===== src/rtl/vending_pkg.sv =====
// Shared types and constants for the vending controller family.
package vending_pkg;

  localparam int COIN_W = 5;

  localparam logic [COIN_W-1:0] COIN_5  = 5'd5;
  localparam logic [COIN_W-1:0] COIN_10 = 5'd10;
  localparam logic [COIN_W-1:0] COIN_20 = 5'd20;

  typedef enum logic [1:0] {
    IDLE,
    COLLECT,
    DISPENSE,
    CHANGE
  } state_t;

  // Only the three physical denominations the acceptor can report are legal.
  function automatic logic is_legal_coin(input logic [COIN_W-1:0] value);
    return (value == COIN_5) || (value == COIN_10) || (value == COIN_20);
  endfunction

endpackage


===== src/rtl/vending_machine_gen_if.sv =====
// Coin-in / dispense-and-change-out bundle between the acceptor front end,
// the controller and the actuators.
interface vending_machine_gen_if #(
  parameter int CREDIT_W = 8,
  parameter int CNT_W    = 16
);
  import vending_pkg::*;

  logic                coin_valid;
  logic [COIN_W-1:0]   coin_value;
  logic                cancel;
  logic                ready;
  logic                coin_reject;
  logic                dispense;
  logic                change_valid;
  logic [COIN_W-1:0]   change_value;
  logic [CREDIT_W-1:0] credit;
  logic [CNT_W-1:0]    vend_count;

  // Coin acceptor side.
  modport master (
    output coin_valid, coin_value, cancel,
    input  ready, coin_reject, dispense, change_valid, change_value,
           credit, vend_count
  );

  // Controller side.
  modport slave (
    input  coin_valid, coin_value, cancel,
    output ready, coin_reject, dispense, change_valid, change_value,
           credit, vend_count
  );
endinterface


===== src/rtl/vending_machine_gen_change_gen.sv =====
// Greedy change selector: largest coin not exceeding the remaining credit.
module change_gen
  import vending_pkg::*;
#(
  parameter int CREDIT_W = 8
) (
  input  logic [CREDIT_W-1:0] credit,
  output logic [COIN_W-1:0]   coin
);

  // Pick 20, then 10, then 5; credit is always a multiple of 5.
  always_comb begin
    // NOTE: every combinational output gets a default first, so no path leaves it unassigned and no latch is inferred.
    coin = '0;
    if (credit >= CREDIT_W'(COIN_20))      coin = COIN_20;
    else if (credit >= CREDIT_W'(COIN_10)) coin = COIN_10;
    else if (credit >= CREDIT_W'(COIN_5))  coin = COIN_5;
  end

endmodule


===== src/rtl/vending_machine_gen.sv =====
// Parametrised vending controller: collects coins, dispenses at PRICE,
// returns excess or cancelled credit one coin per cycle. All outputs are
// registered; each output register is loaded with the value belonging to
// the state being entered.
module vending_machine_gen
  import vending_pkg::*;
#(
  parameter int PRICE    = 15,
  parameter int CREDIT_W = 8,
  parameter int CNT_W    = 16
) (
  input  logic                  clk,
  input  logic                  reset_n,
  vending_machine_gen_if.slave  bus
);

  localparam logic [CREDIT_W:0] PRICE_W = (CREDIT_W+1)'(PRICE);

  state_t              state_q, state_next;
  logic [CREDIT_W-1:0] credit_q, credit_next;
  logic [CNT_W-1:0]    count_q, count_next;
  logic                ready_q, ready_next;
  logic                reject_q, reject_next;
  logic                dispense_q, dispense_next;
  logic                chg_valid_q, chg_valid_next;
  logic [COIN_W-1:0]   chg_value_q, chg_value_next;
  logic [COIN_W-1:0]   next_coin;
  logic [CREDIT_W:0]   sum;
  logic                emit;

  change_gen #(.CREDIT_W(CREDIT_W)) u_change_gen (
    .credit (credit_q),
    .coin   (next_coin)
  );

  // One extra bit so the credit + coin comparison against PRICE cannot wrap.
  assign sum = {1'b0, credit_q} + (CREDIT_W+1)'(bus.coin_value);

  // Next state, next credit/count and next registered output values.
  always_comb begin
    state_next     = state_q;
    credit_next    = credit_q;
    count_next     = count_q;
    reject_next    = 1'b0;
    dispense_next  = 1'b0;
    chg_valid_next = 1'b0;
    chg_value_next = '0;
    emit           = 1'b0;

    case (state_q)
      IDLE, COLLECT: begin
        if (bus.cancel) begin
          // Cancel beats a simultaneous coin; cancel from IDLE does nothing.
          reject_next = bus.coin_valid;
          if (state_q == COLLECT) begin
            state_next = CHANGE;
            emit       = 1'b1;
          end
        end else if (bus.coin_valid) begin
          if (!is_legal_coin(bus.coin_value)) begin
            reject_next = 1'b1;
          end else if (sum >= PRICE_W) begin
            state_next    = DISPENSE;
            credit_next   = CREDIT_W'(sum - PRICE_W);
            dispense_next = 1'b1;
            count_next    = count_q + CNT_W'(1);
          end else begin
            state_next  = COLLECT;
            credit_next = CREDIT_W'(sum);
          end
        end
      end
      DISPENSE, CHANGE: begin
        // Not ready: any coin is bounced, cancel is ignored.
        reject_next = bus.coin_valid;
        if (credit_q != '0) begin
          state_next = CHANGE;
          emit       = 1'b1;
        end else begin
          state_next = IDLE;
        end
      end
      default: state_next = IDLE;
    endcase

    // Hand back the next greedy coin and take it off the credit.
    if (emit) begin
      chg_valid_next = 1'b1;
      chg_value_next = next_coin;
      credit_next    = credit_q - CREDIT_W'(next_coin);
    end
  end

  assign ready_next = (state_next == IDLE) || (state_next == COLLECT);

  // State, datapath and output registers; reset aborts any vend in progress.
  always_ff @(posedge clk or negedge reset_n) begin
    if (!reset_n) begin
      state_q     <= IDLE;
      credit_q    <= '0;
      count_q     <= '0;
      ready_q     <= 1'b1;
      reject_q    <= 1'b0;
      dispense_q  <= 1'b0;
      chg_valid_q <= 1'b0;
      chg_value_q <= '0;
    end else begin
      // NOTE: non-blocking assignments so every register samples pre-edge values.
      state_q     <= state_next;
      credit_q    <= credit_next;
      count_q     <= count_next;
      ready_q     <= ready_next;
      reject_q    <= reject_next;
      dispense_q  <= dispense_next;
      chg_valid_q <= chg_valid_next;
      chg_value_q <= chg_value_next;
    end
  end

  assign bus.ready        = ready_q;
  assign bus.coin_reject  = reject_q;
  assign bus.dispense     = dispense_q;
  assign bus.change_valid = chg_valid_q;
  assign bus.change_value = chg_value_q;
  assign bus.credit       = credit_q;
  assign bus.vend_count   = count_q;

endmodule


===== src/flat_wrapper.sv =====
// flat-port wrapper written by rule: the top's interface ports become plain ports
module vending_machine_gen_flat import vending_pkg::*;
#(
  parameter int PRICE    = 15,
  parameter int CREDIT_W = 8,
  parameter int CNT_W    = 16
)
  (clk, reset_n, bus_coin_valid, bus_coin_value, bus_cancel, bus_ready, bus_coin_reject, bus_dispense, bus_change_valid, bus_change_value, bus_credit, bus_vend_count);
  vending_machine_gen_if #(.CREDIT_W(CREDIT_W), .CNT_W(CNT_W)) bus_i ();
  input  logic clk;
  input  logic reset_n;
  input wire logic [$bits(bus_i.coin_valid)-1:0] bus_coin_valid;
  input wire logic [$bits(bus_i.coin_value)-1:0] bus_coin_value;
  input wire logic [$bits(bus_i.cancel)-1:0] bus_cancel;
  output wire logic [$bits(bus_i.ready)-1:0] bus_ready;
  output wire logic [$bits(bus_i.coin_reject)-1:0] bus_coin_reject;
  output wire logic [$bits(bus_i.dispense)-1:0] bus_dispense;
  output wire logic [$bits(bus_i.change_valid)-1:0] bus_change_valid;
  output wire logic [$bits(bus_i.change_value)-1:0] bus_change_value;
  output wire logic [$bits(bus_i.credit)-1:0] bus_credit;
  output wire logic [$bits(bus_i.vend_count)-1:0] bus_vend_count;
  assign bus_i.coin_valid = bus_coin_valid;
  assign bus_i.coin_value = bus_coin_value;
  assign bus_i.cancel = bus_cancel;
  assign bus_ready = bus_i.ready;
  assign bus_coin_reject = bus_i.coin_reject;
  assign bus_dispense = bus_i.dispense;
  assign bus_change_valid = bus_i.change_valid;
  assign bus_change_value = bus_i.change_value;
  assign bus_credit = bus_i.credit;
  assign bus_vend_count = bus_i.vend_count;
  vending_machine_gen #(.PRICE(PRICE), .CREDIT_W(CREDIT_W), .CNT_W(CNT_W)) u_core (.clk(clk), .reset_n(reset_n), .bus(bus_i));
endmodule

===== config.mk =====
export PLATFORM = sky130hd
export DESIGN_NAME = vending_machine_gen_flat
export DESIGN_NICKNAME = d
export VERILOG_FILES = /design/src/rtl/vending_pkg.sv /design/src/rtl/vending_machine_gen_if.sv /design/src/rtl/vending_machine_gen_change_gen.sv /design/src/rtl/vending_machine_gen.sv /design/src/flat_wrapper.sv
export SDC_FILE = /design/constraint.sdc
export NUM_CORES = 1
export LEC_CHECK = 0
export ABC_AREA = 1
export CORE_MARGIN = 5
export CORE_UTILIZATION = 30
export CTS_CLUSTER_SIZE = 30
export DETAILED_ROUTE_END_ITERATION = 6
export GPL_ROUTABILITY_DRIVEN = 0
export PLACE_DENSITY_LB_ADDON = 0.15
export SYNTH_ARGS = -nofsm -noshare
export SYNTH_HDL_FRONTEND = slang
export SYNTH_SLANG_ARGS = --single-unit

===== constraint.sdc =====
create_clock -name clk -period 4.7 [get_ports clk]
set_clock_uncertainty 0.05 [all_clocks]
set_input_delay 0.705 -clock clk [delete_from_list [all_inputs] [get_ports clk]]
set_output_delay 0.705 -clock clk [all_outputs]
set_load 0.005 [all_outputs]

==> results.yml, run 1 <==
power:
  p_comb_frac: 0.604
  p_clk_frac: 0.139
  peakVddDrop_v: 0.000285
  leakage_nw: 1.55
  powerDensity_nw_per_um2: 574
  swShare: 0.463
  total_power_mw: 1.83
  power_frac_seq: 0.257
  p_int_mw: 0.985
  power.net_switching_mw: 0.849
drt:
  routed_wl_um: 6340
  drc_errors: 0
  via_count: 2283
  firstDrtPassIters: 4
  drtAntennaViolNets: 0
  drt_iter0_drc: 70
  vias_per_cell: 4.53
  post_drt_wl_per_cell_um: 12.6
sta:
  fin_crit_sh: 0.665
  finalSetupTns_ps: 0
  max-slew-margin-rel: 0.478
  min_period_ps: 3130
  worst_pin_slew_ps: 783
  hold_violations: 0
  hold_ws_ps: 445
  rsz0062_at_grt: "false"
  fmax_mhz: 320
  drv_slew: 0
  setup_viol: 0
logic_synthesis:
  synthCells: 355
  seq_area_frac_synth: 0.329
  synth_cell_types: 37
  synth_warnings: 0
  synth_area_sq_um: 2590
  ys_seq_elements: 34
  syn-num-nets: 378
  syn_avg_cell_area_sq_um: 7.29
worst_hold_path:
  hold_path_class: "primary input to asynchronous set/reset pin"
worst_setup_path:
  r2r_end: "u_core.bus.credit[6]"
  worst_r2r_path_depth: 18
  cpMostUsedCell: "ha_1"
  path_cells: "clkdlybuf4s50_1 -> ha_1 -> fa_1 -> ha_1 -> nand3_2 -> nand2_2 -> nor2_4 -> nand3_4 -> nand2_4 -> inv_2 -> nor2_1 -> inv_1"
  start_kind: "primary input"
  max_stage_delay_ps: 490
  worstSetupPathType: "primary input to register"
  r2r-start: "u_core.bus.credit[6]"
  cp_max_fo: 15
  critPathRequiredTime_ps: 4820
  arrival_ps: 3250
  crit_path_top_delay_cell: "clkdlybuf4s50_1"
  r2r_slack_ps: 1730
  end_kind: "register"
layout:
  area_delta_synth_final_pct: 23.5
  nNetsFinal: 421
  final_core_util: 0.385
  n_antenna_cell: 0
  final_layout_size_suffix_gt1_frac: 0.0927
  final_common_cell: "nand2_1"
  final_cell_mix: "nand2_1, inv_1, clkdlybuf4s50_1, nor2_1, dfrtp_1"
clock_tree:
  cts_buffer_depth: 2
  post_cts_buffers: 0
  cts_resized: 0
  clk_pin_slew_ps: 70
  clkLatencyLatePin_ps: 290
  cts_buffers: 5
  postCtsHoldBufs: 0
  cts_tree: "yes"
  cts_root_buf: "clkbuf_8"
  htreeDepth: 2
  numClockSinks: 34
global_routing:
  antenna_found_initial: 0
  grt_first_pass_wirelength_um: 10600
  grt_pass1_vias: 2189
  overflow: 0
  grt_max_degree: 35
  grt_usage: 0.127
floorplanning:
  start_util: 0.312
  io_pins: 42
  die_w_um: 103
  die-area_sq_um: 10600
  fp.coreArea_sq_um: 8300
  rows: 33
  die_h_um: 103
job:
  drv_cap: 0
place:
  io_buffers: 41
  post-dp-hpwl_um: 4980
run_status:
  status: "complete, no violations"
-- critical path, delay by kind of cell --
kind | cells | cell delay [ps]
simple gates | 6 | 890
buf+inv | 3 | 720
fa+ha+maj | 3 | 930
-- flip-flops by register name, indices dropped and copies added, names as in the netlist --
signal	count
u_core.bus.change_valid	1
u_core.bus.change_value	4
u_core.bus.coin_reject	1
u_core.bus.credit	8
u_core.bus.dispense	1
u_core.bus.ready	1
u_core.bus.vend_count	16
u_core.state_q	2
-- logic make-up (layout without fill, tap and decap cells) --
| group | Yosys count | count (layout) | synth area share |
|---|---|---|---|
| compound gates | 40 | 40 | 0.0895 |
| fa+ha+maj | 14 | 14 | 0.0735 |
| simple gates | 179 | 179 | 0.327 |
| buf+inv | 67 | 111 | 0.106 |
| xor+xnor | 21 | 21 | 0.0740 |
| flops | 34 | 34 | 0.329 |
-- how the worst max path moves through the flow --
stage / from / end / slack (ps)
global route: bus_coin_value[0] / u_core.state_q[1] / 1350
finish: bus_coin_value[0] / u_core.state_q[1] / 1570
floorplan: bus_coin_value[0] / u_core.bus.vend_count[2] / 2060
detailed placement: bus_coin_value[0] / u_core.state_q[1] / 1250
CTS: bus_coin_value[0] / u_core.state_q[1] / 1540
global placement: bus_coin_value[0] / u_core.state_q[1] / 1340
-- cell usage after synthesis, drive strengths merged --
cell type  number  share of area
nand2          88           0.14
inv            61          0.089
nor2           42          0.079
dfrtp          33           0.32
nand3          31          0.069
a21oi          17          0.033
o21ai          14          0.031
xor2           13          0.047
ha             12          0.058
nor3            9          0.019
xnor2           8          0.027
nand4           6          0.015
buf             5          0.016
a31oi           3         0.0073
o211ai          3         0.0087
fa              2          0.015
nor4            2         0.0048
a22o            1         0.0034
clkbuf          1         0.0014
dfstp           1          0.010
o21bai          1         0.0029
o31ai           1         0.0029
or2             1         0.0034
-- layout make-up --
| cell class | instances | area [sq um] |
|---|---|---|
| fill | 923 | 5100 |
| multi-input combinational | 254 | 1460 |
| sequential | 34 | 852 |
| timing repair buffer | 42 | 413 |
| inverter | 61 | 229 |
| tap | 105 | 131 |
| clock buffer | 8 | 110 |
-- metal layers --
metal / up-vias / part of all wire / track usage / routed length [um]
li1: 1210 / - / - / -
met1: 1030 / 0.48 / 0.165 / 3030
met2: 35 / 0.47 / 0.212 / 2990
met3: 8 / 0.034 / 0.0237 / 215
met4: 0 / 0.017 / 0.0458 / 107
met5: - / 0 / 0 / 0
-- power groups by stage --
stage	registers (mW)	logic (mW)	clock network [mW]
after floorplan	0.438	0.834	0
after global placement	0.478	1.11	0
after detailed placement	0.480	1.12	0
after CTS	0.476	1.12	0.264
after global routing	0.488	1.26	0.278
final	0.472	1.11	0.254
-- through the flow --
stage	cell area [sq um]	setup WS, ps	cells
floorplan	2590	2060	355
global route	3190	1350	504
global placement	3080	1340	496
CTS	3190	1540	504
finish	3190	1570	504
detailed placement	3080	1250	496
No activity file was read; power rests on OpenSTA's default activity.
==> run 2: changes to the inputs <==
==> constraint.sdc (replaced) <==
create_clock -name clk -period 3 [get_ports clk]
set_clock_uncertainty 0.05 [all_clocks]
set_input_delay 0.45 -clock clk [delete_from_list [all_inputs] [get_ports clk]]
set_output_delay 0.45 -clock clk [all_outputs]
set_load 0.005 [all_outputs]
==> run 2 against run 1 <==
  * Combinational power grew 74%
  * Clock-buffer cell count decreased by 3
  * Setup slack lost 1200 ps
  * Die area unchanged
  * Clock power rose by 66%
  * Non-clock buffer count rose by 12
  * Via count up 2.0%
  * Wire length increased by 0.96%
  * Critical endpoint is now u_core.bus.credit[6]
  * Cell count rose by 2.4%
  * Flip-flop and latch count did not move
  * Critical path depth up 6
  * Hold slack worse by 270 ps
==> results.yml, run 2 (synthesis results as in run 1) <==
run_status:
  status: "complete, no violations"
layout:
  area_delta_synth_final_pct: 28.0
  final_cell_mix: "nand2_1, inv_1, clkdlybuf4s50_1, nor2_1, dfrtp_1"
  nNetsFinal: 433
  n_antenna_cell: 0
  final_layout_size_suffix_gt1_frac: 0.127
  final_common_cell: "nand2_1"
  fillers: 853
  multi_input_comb_area_sq_um: 1470
  largest_reg_flops: 16
  regArea_sq_um: 852
worst_setup_path:
  path_cells: "inv_1 -> nand2_2 -> nor3_4 -> o21ai_1 -> inv_1 -> nand2_1 -> inv_1 -> ha_1 -> inv_1 -> fa_2 -> a21oi_2 -> o21bai_1 -> nand2_1 -> nand2_1 -> xor2_1 -> a21oi_1 -> inv_1 -> a21oi_1"
  start_kind: "register"
  arrival_ps: 2820
  cp_max_fo: 3
  r2r-start: "u_core.bus.credit[7]"
  r2r_end: "u_core.bus.credit[6]"
  worstSetupPathType: "register to register"
  cpMostUsedCell: "inv_1"
  crit_path_top_delay_cell: "dfrtp_1"
  r2r_slack_ps: 340
  end_kind: "register"
  max_stage_delay_ps: 380
  startpoint: "u_core.bus.credit[7]"
  worst_r2r_path_depth: 18
  critPathRequiredTime_ps: 3160
clock_tree:
  postCtsHoldBufs: 0
  htreeDepth: 2
  cts_buffer_depth: 2
  clk_pin_slew_ps: 80
  cts_buffers: 5
  post_cts_buffers: 0
  numClockSinks: 34
  cts_root_buf: "clkbuf_8"
  clkLatencyLatePin_ps: 290
  cts_tree: "yes"
sta:
  fin_crit_sh: 0.887
  hold_ws_ps: 179
  min_period_ps: 2660
  rsz0062_at_grt: "false"
  max-slew-margin-rel: 0.484
  finalSetupTns_ps: 0
  hold_violations: 0
  drv_slew: 0
  worst_pin_slew_ps: 774
  fmax_mhz: 376
  setup_viol: 0
power:
  powerDensity_nw_per_um2: 907
  peakVddDrop_v: 0.000353
  leakage_nw: 1.62
drt:
  firstDrtPassIters: 4
  drc_errors: 0
  routed_wl_um: 6400
  drt_iter0_drc: 92
  drtAntennaViolNets: 0
  via_count: 2329
  post_drt_wl_per_cell_um: 12.4
  vias_per_cell: 4.51
floorplanning:
  die-area_sq_um: 10600
  die_w_um: 103
  io_pins: 42
  rows: 33
  die_h_um: 103
  start_util: 0.312
  fp.coreArea_sq_um: 8300
global_routing:
  antenna_found_initial: 0
  grt_pass1_vias: 2256
  grt_first_pass_wirelength_um: 10800
  grt_usage: 0.129
  grt_max_degree: 35
  overflow: 0
job:
  drv_cap: 0
place:
  io_buffers: 41
  post-dp-hpwl_um: 5070
worst_hold_path:
  hold_path_class: "primary input to asynchronous set/reset pin"
run 2: cell type report:
type | count | area share
clock buffer | 5 | 0.0208
tap | 105 | 0.0397
multi-input combinational | 254 | 0.445
inverter | 61 | 0.0692
sequential | 34 | 0.257
timing repair buffer | 54 | 0.156
clock inverter | 3 | 0.0121
run 2: critical path: cells and delay by family, from the launching register on:
| family | cells | cell delay [ps] |
|---|---|---|
| buf+inv | 5 | 360 |
| compound gates | 5 | 640 |
| xor+xnor | 1 | 140 |
| fa+ha+maj | 2 | 500 |
| flops | 1 | 380 |
| simple gates | 5 | 520 |
run 2: per-stage QoR:
step | area, sq um | power [mW] | worst slack [ps] | std cells | util
after global routing | 3310 | 3.34 | 36.0 | 516 | 0.399
after global placement | 3190 | 2.58 | 71.2 | 508 | 0.384
final | 3310 | 3.00 | 339 | 516 | 0.399
after CTS | 3300 | 3.01 | 192 | 516 | 0.397
after detailed placement | 3190 | 2.58 | 18.5 | 508 | 0.384
after floorplan | 2590 | 1.99 | 479 | 355 | -
run 2: layer usage:
metal  share of wire  track usage  vias up
met1            0.49        0.170     1048
met4           0.019       0.0488        0
met5               0            0        -
met2            0.45        0.212       38
met3           0.041       0.0230        9
li1                -            -     1234
run 2: repair_timing:
item | 4_1_cts | 5_1_grt
endpoints found under the hold margin | 0 | 0
setup endpoints to repair | 0 | 1
gates resized for setup | 0 | 5
run 2: where the power goes:
part	internal (mW)	switching (mW)
Clock	0.245	0.176
Sequential	0.563	0.0929
Combinational	0.832	1.10
Total	1.64	1.36
run 2: worst max-delay path by stage:
| stage | endpoint | slack [ps] | cells after the start |
|---|---|---|---|
| after detailed placement | u_core.state_q[1] | 20 | 12 |
| after global placement | u_core.bus.credit[1] | 70 | 11 |
| after floorplan | u_core.bus.credit[6] | 480 | 18 |
| final | u_core.bus.credit[6] | 340 | 18 |
| after CTS | u_core.bus.credit[6] | 190 | 18 |
| after global routing | u_core.bus.credit[6] | 40 | 18 |
==> run 3: changes to the inputs <==
--- a/config.mk
+++ b/config.mk
@@ -12,6 +12,7 @@
 export DETAILED_ROUTE_END_ITERATION = 6
 export GPL_ROUTABILITY_DRIVEN = 0
 export PLACE_DENSITY_LB_ADDON = 0.15
+export REMOVE_ABC_BUFFERS = 1
 export SYNTH_ARGS = -nofsm -noshare
 export SYNTH_HDL_FRONTEND = slang
 export SYNTH_SLANG_ARGS = --single-unit
==> run 3 against run 2 <==
  * Clock-buffer cell count is 3 higher
  * Hold slack gained 6.9 ps
  * Core utilization shrank 0.075 points
  * Via count grew 3.0%
  * Non-clock buffer count up 1
  * Register-to-register slack got worse by 110 ps
  * Fmax shrank 3.9%
  * Sequential share of layout area hardly changed
  * Combinational power about the same
  * Global-route usage about the same
  * Critical path type unchanged
  * Critical endpoint unchanged
  * Largest cell class unchanged
  * Highest routed layer unchanged
==> results.yml, run 3 (synthesis results as in run 1) <==
layout:
  area_delta_synth_final_pct: 27.8
  final_common_cell: "nand2_1"
  fillers: 884
  largest_reg_flops: 16
  final_core_util: 0.398
  final_cell_mix: "nand2_1, inv_1, clkdlybuf4s50_1, nor2_1, dfrtp_1"
  fin_cells: 517
  n_antenna_cell: 0
  nNetsFinal: 434
  final_layout_size_suffix_gt1_frac: 0.121
worst_setup_path:
  r2r-start: "u_core.bus.credit[7]"
  worstSetupPathType: "register to register"
  crit_family: "compound AO/OA/AOI/OAI gates"
  startpoint: "u_core.bus.credit[7]"
  max_stage_delay_ps: 390
  critPathRequiredTime_ps: 3160
  cp_max_fo: 3
  path_cells: "inv_1 -> nand2_1 -> nor3_2 -> o21ai_0 -> inv_1 -> nand2_1 -> inv_1 -> ha_1 -> inv_1 -> fa_1 -> a21oi_1 -> o21bai_1 -> nand2_1 -> nand2_1 -> xor2_1 -> a21oi_1 -> inv_1 -> a21oi_1"
  crit_path_top_delay_cell: "fa_1"
  cpMostUsedCell: "inv_1"
  arrival_ps: 2930
  end_kind: "register"
  start_kind: "register"
  path_buf_inv: 5
power:
  swShare: 0.453
  p_int_mw: 1.63
  power.net_switching_mw: 1.35
  p_clk_frac: 0.133
  power_frac_seq: 0.216
  peakVddDrop_v: 0.000429
  p_comb_frac: 0.651
  total_power_mw: 2.98
  leakage_nw: 1.62
  powerDensity_nw_per_um2: 902
drt:
  wl_met2_um: 2870
  met1_length_um: 3270
  drc_errors: 0
  firstDrtPassIters: 4
  drtAntennaViolNets: 0
  routed-wl-met3_um: 235
  top_layer_used: "met4"
  post_drt_wl_per_cell_um: 12.5
  vias_per_cell: 4.64
  drt_iter0_drc: 141
  via_count: 2400
  routed_wl_um: 6480
clock_tree:
  numClockSinks: 34
  clkLatencyLatePin_ps: 280
  postCtsHoldBufs: 0
  cts_root_buf: "clkbuf_8"
  cts_buffer_depth: 2
  cts_buffers: 5
  cts_tree: "yes"
  htreeDepth: 2
  clk_pin_slew_ps: 70
  cts_resized: 0
  post_cts_buffers: 0
worst_hold_path:
  hold_path_class: "primary input to asynchronous set/reset pin"
sta:
  max-slew-margin-rel: 0.492
  min_period_ps: 2770
  rsz0062_at_grt: "false"
  fmax_mhz: 361
  fin_crit_sh: 0.923
  hold_violations: 0
  worst_pin_slew_ps: 762
  setup_viol: 0
  drv_slew: 0
  finalSetupTns_ps: 0
floorplanning:
  io_pins: 42
  die_w_um: 103
  fp.coreArea_sq_um: 8300
  rows: 33
  die-area_sq_um: 10600
  die_h_um: 103
  start_util: 0.312
global_routing:
  grt_max_degree: 35
  grt_first_pass_wirelength_um: 10700
  grt_usage: 0.129
  grt_pass1_vias: 2234
  antenna_found_initial: 0
  overflow: 0
job:
  drv_cap: 0
place:
  post-dp-hpwl_um: 5150
  io_buffers: 41
  dp.cells: 509
run_status:
  status: "complete, no violations"
==> run 3: layout make-up <==
| cell class | count | area, sq um | share of cell area |
|---|---|---|---|
| Clock buffer | 8 | 110 | 0.0333 |
| Inverter | 61 | 229 | 0.0693 |
| Multi-Input combinational cell | 254 | 1460 | 0.441 |
| Sequential cell | 34 | 852 | 0.258 |
| Tap cell | 105 | 131 | 0.0398 |
| Timing Repair Buffer | 55 | 523 | 0.158 |
==> run 3: power by group through the flow <==
stage	combinational [mW]	clock [mW]	sequential (mW)
2_1_floorplan	1.27	0	0.699
3_3_place_gp	1.94	0	0.651
3_5_place_dp	1.95	0	0.652
4_1_cts	1.96	0.416	0.644
5_1_grt	2.21	0.433	0.659
6_report	1.94	0.396	0.644
==> run 3: worst paths after layout <==
check / to / slack [ps] / depth (start not counted)
worst max-delay path: u_core.bus.credit[6] / 230 / 18
worst min-delay path: u_core.bus.change_value[0] / 190 / 1
worst max register to register: u_core.bus.credit[6] / 230 / 18
worst min register to register: u_core.bus.vend_count[2] / 480 / 1
max in group asynchronous: u_core.bus.vend_count[7] / 2230 / 1
min in group clk: u_core.bus.vend_count[2] / 480 / 1
==> run 3: layer usage <==
| layer | vias up | global-route usage |
|---|---|---|
| met4 | 0 | 0.0398 |
| met3 | 7 | 0.0183 |
| met2 | 48 | 0.205 |
| met1 | 1113 | 0.182 |
| li1 | 1232 | - |
| met5 | - | 0 |
==> run 3: metrics by stage <==
step	hold slack [ps]	worst slack, ps	instance area [sq um]
floorplan	104	477	2540
global placement	462	92.0	3190
detailed placement	474	31.6	3190
CTS	222	209	3300
global route	264	7.85	3300
finish	186	232	3300
==> run 3: worst reg2reg max path: cells and delay by family (launching register included) <==
kind                     cells  cell delay [ps]
AND/OR/NAND/NOR              5              490
flip-flops                   1              380
XOR/XNOR                     1              150
AO/OA/AOI/OAI                5              700
adder cells (fa/ha/maj)      2              540
buffers and inverters        5              380
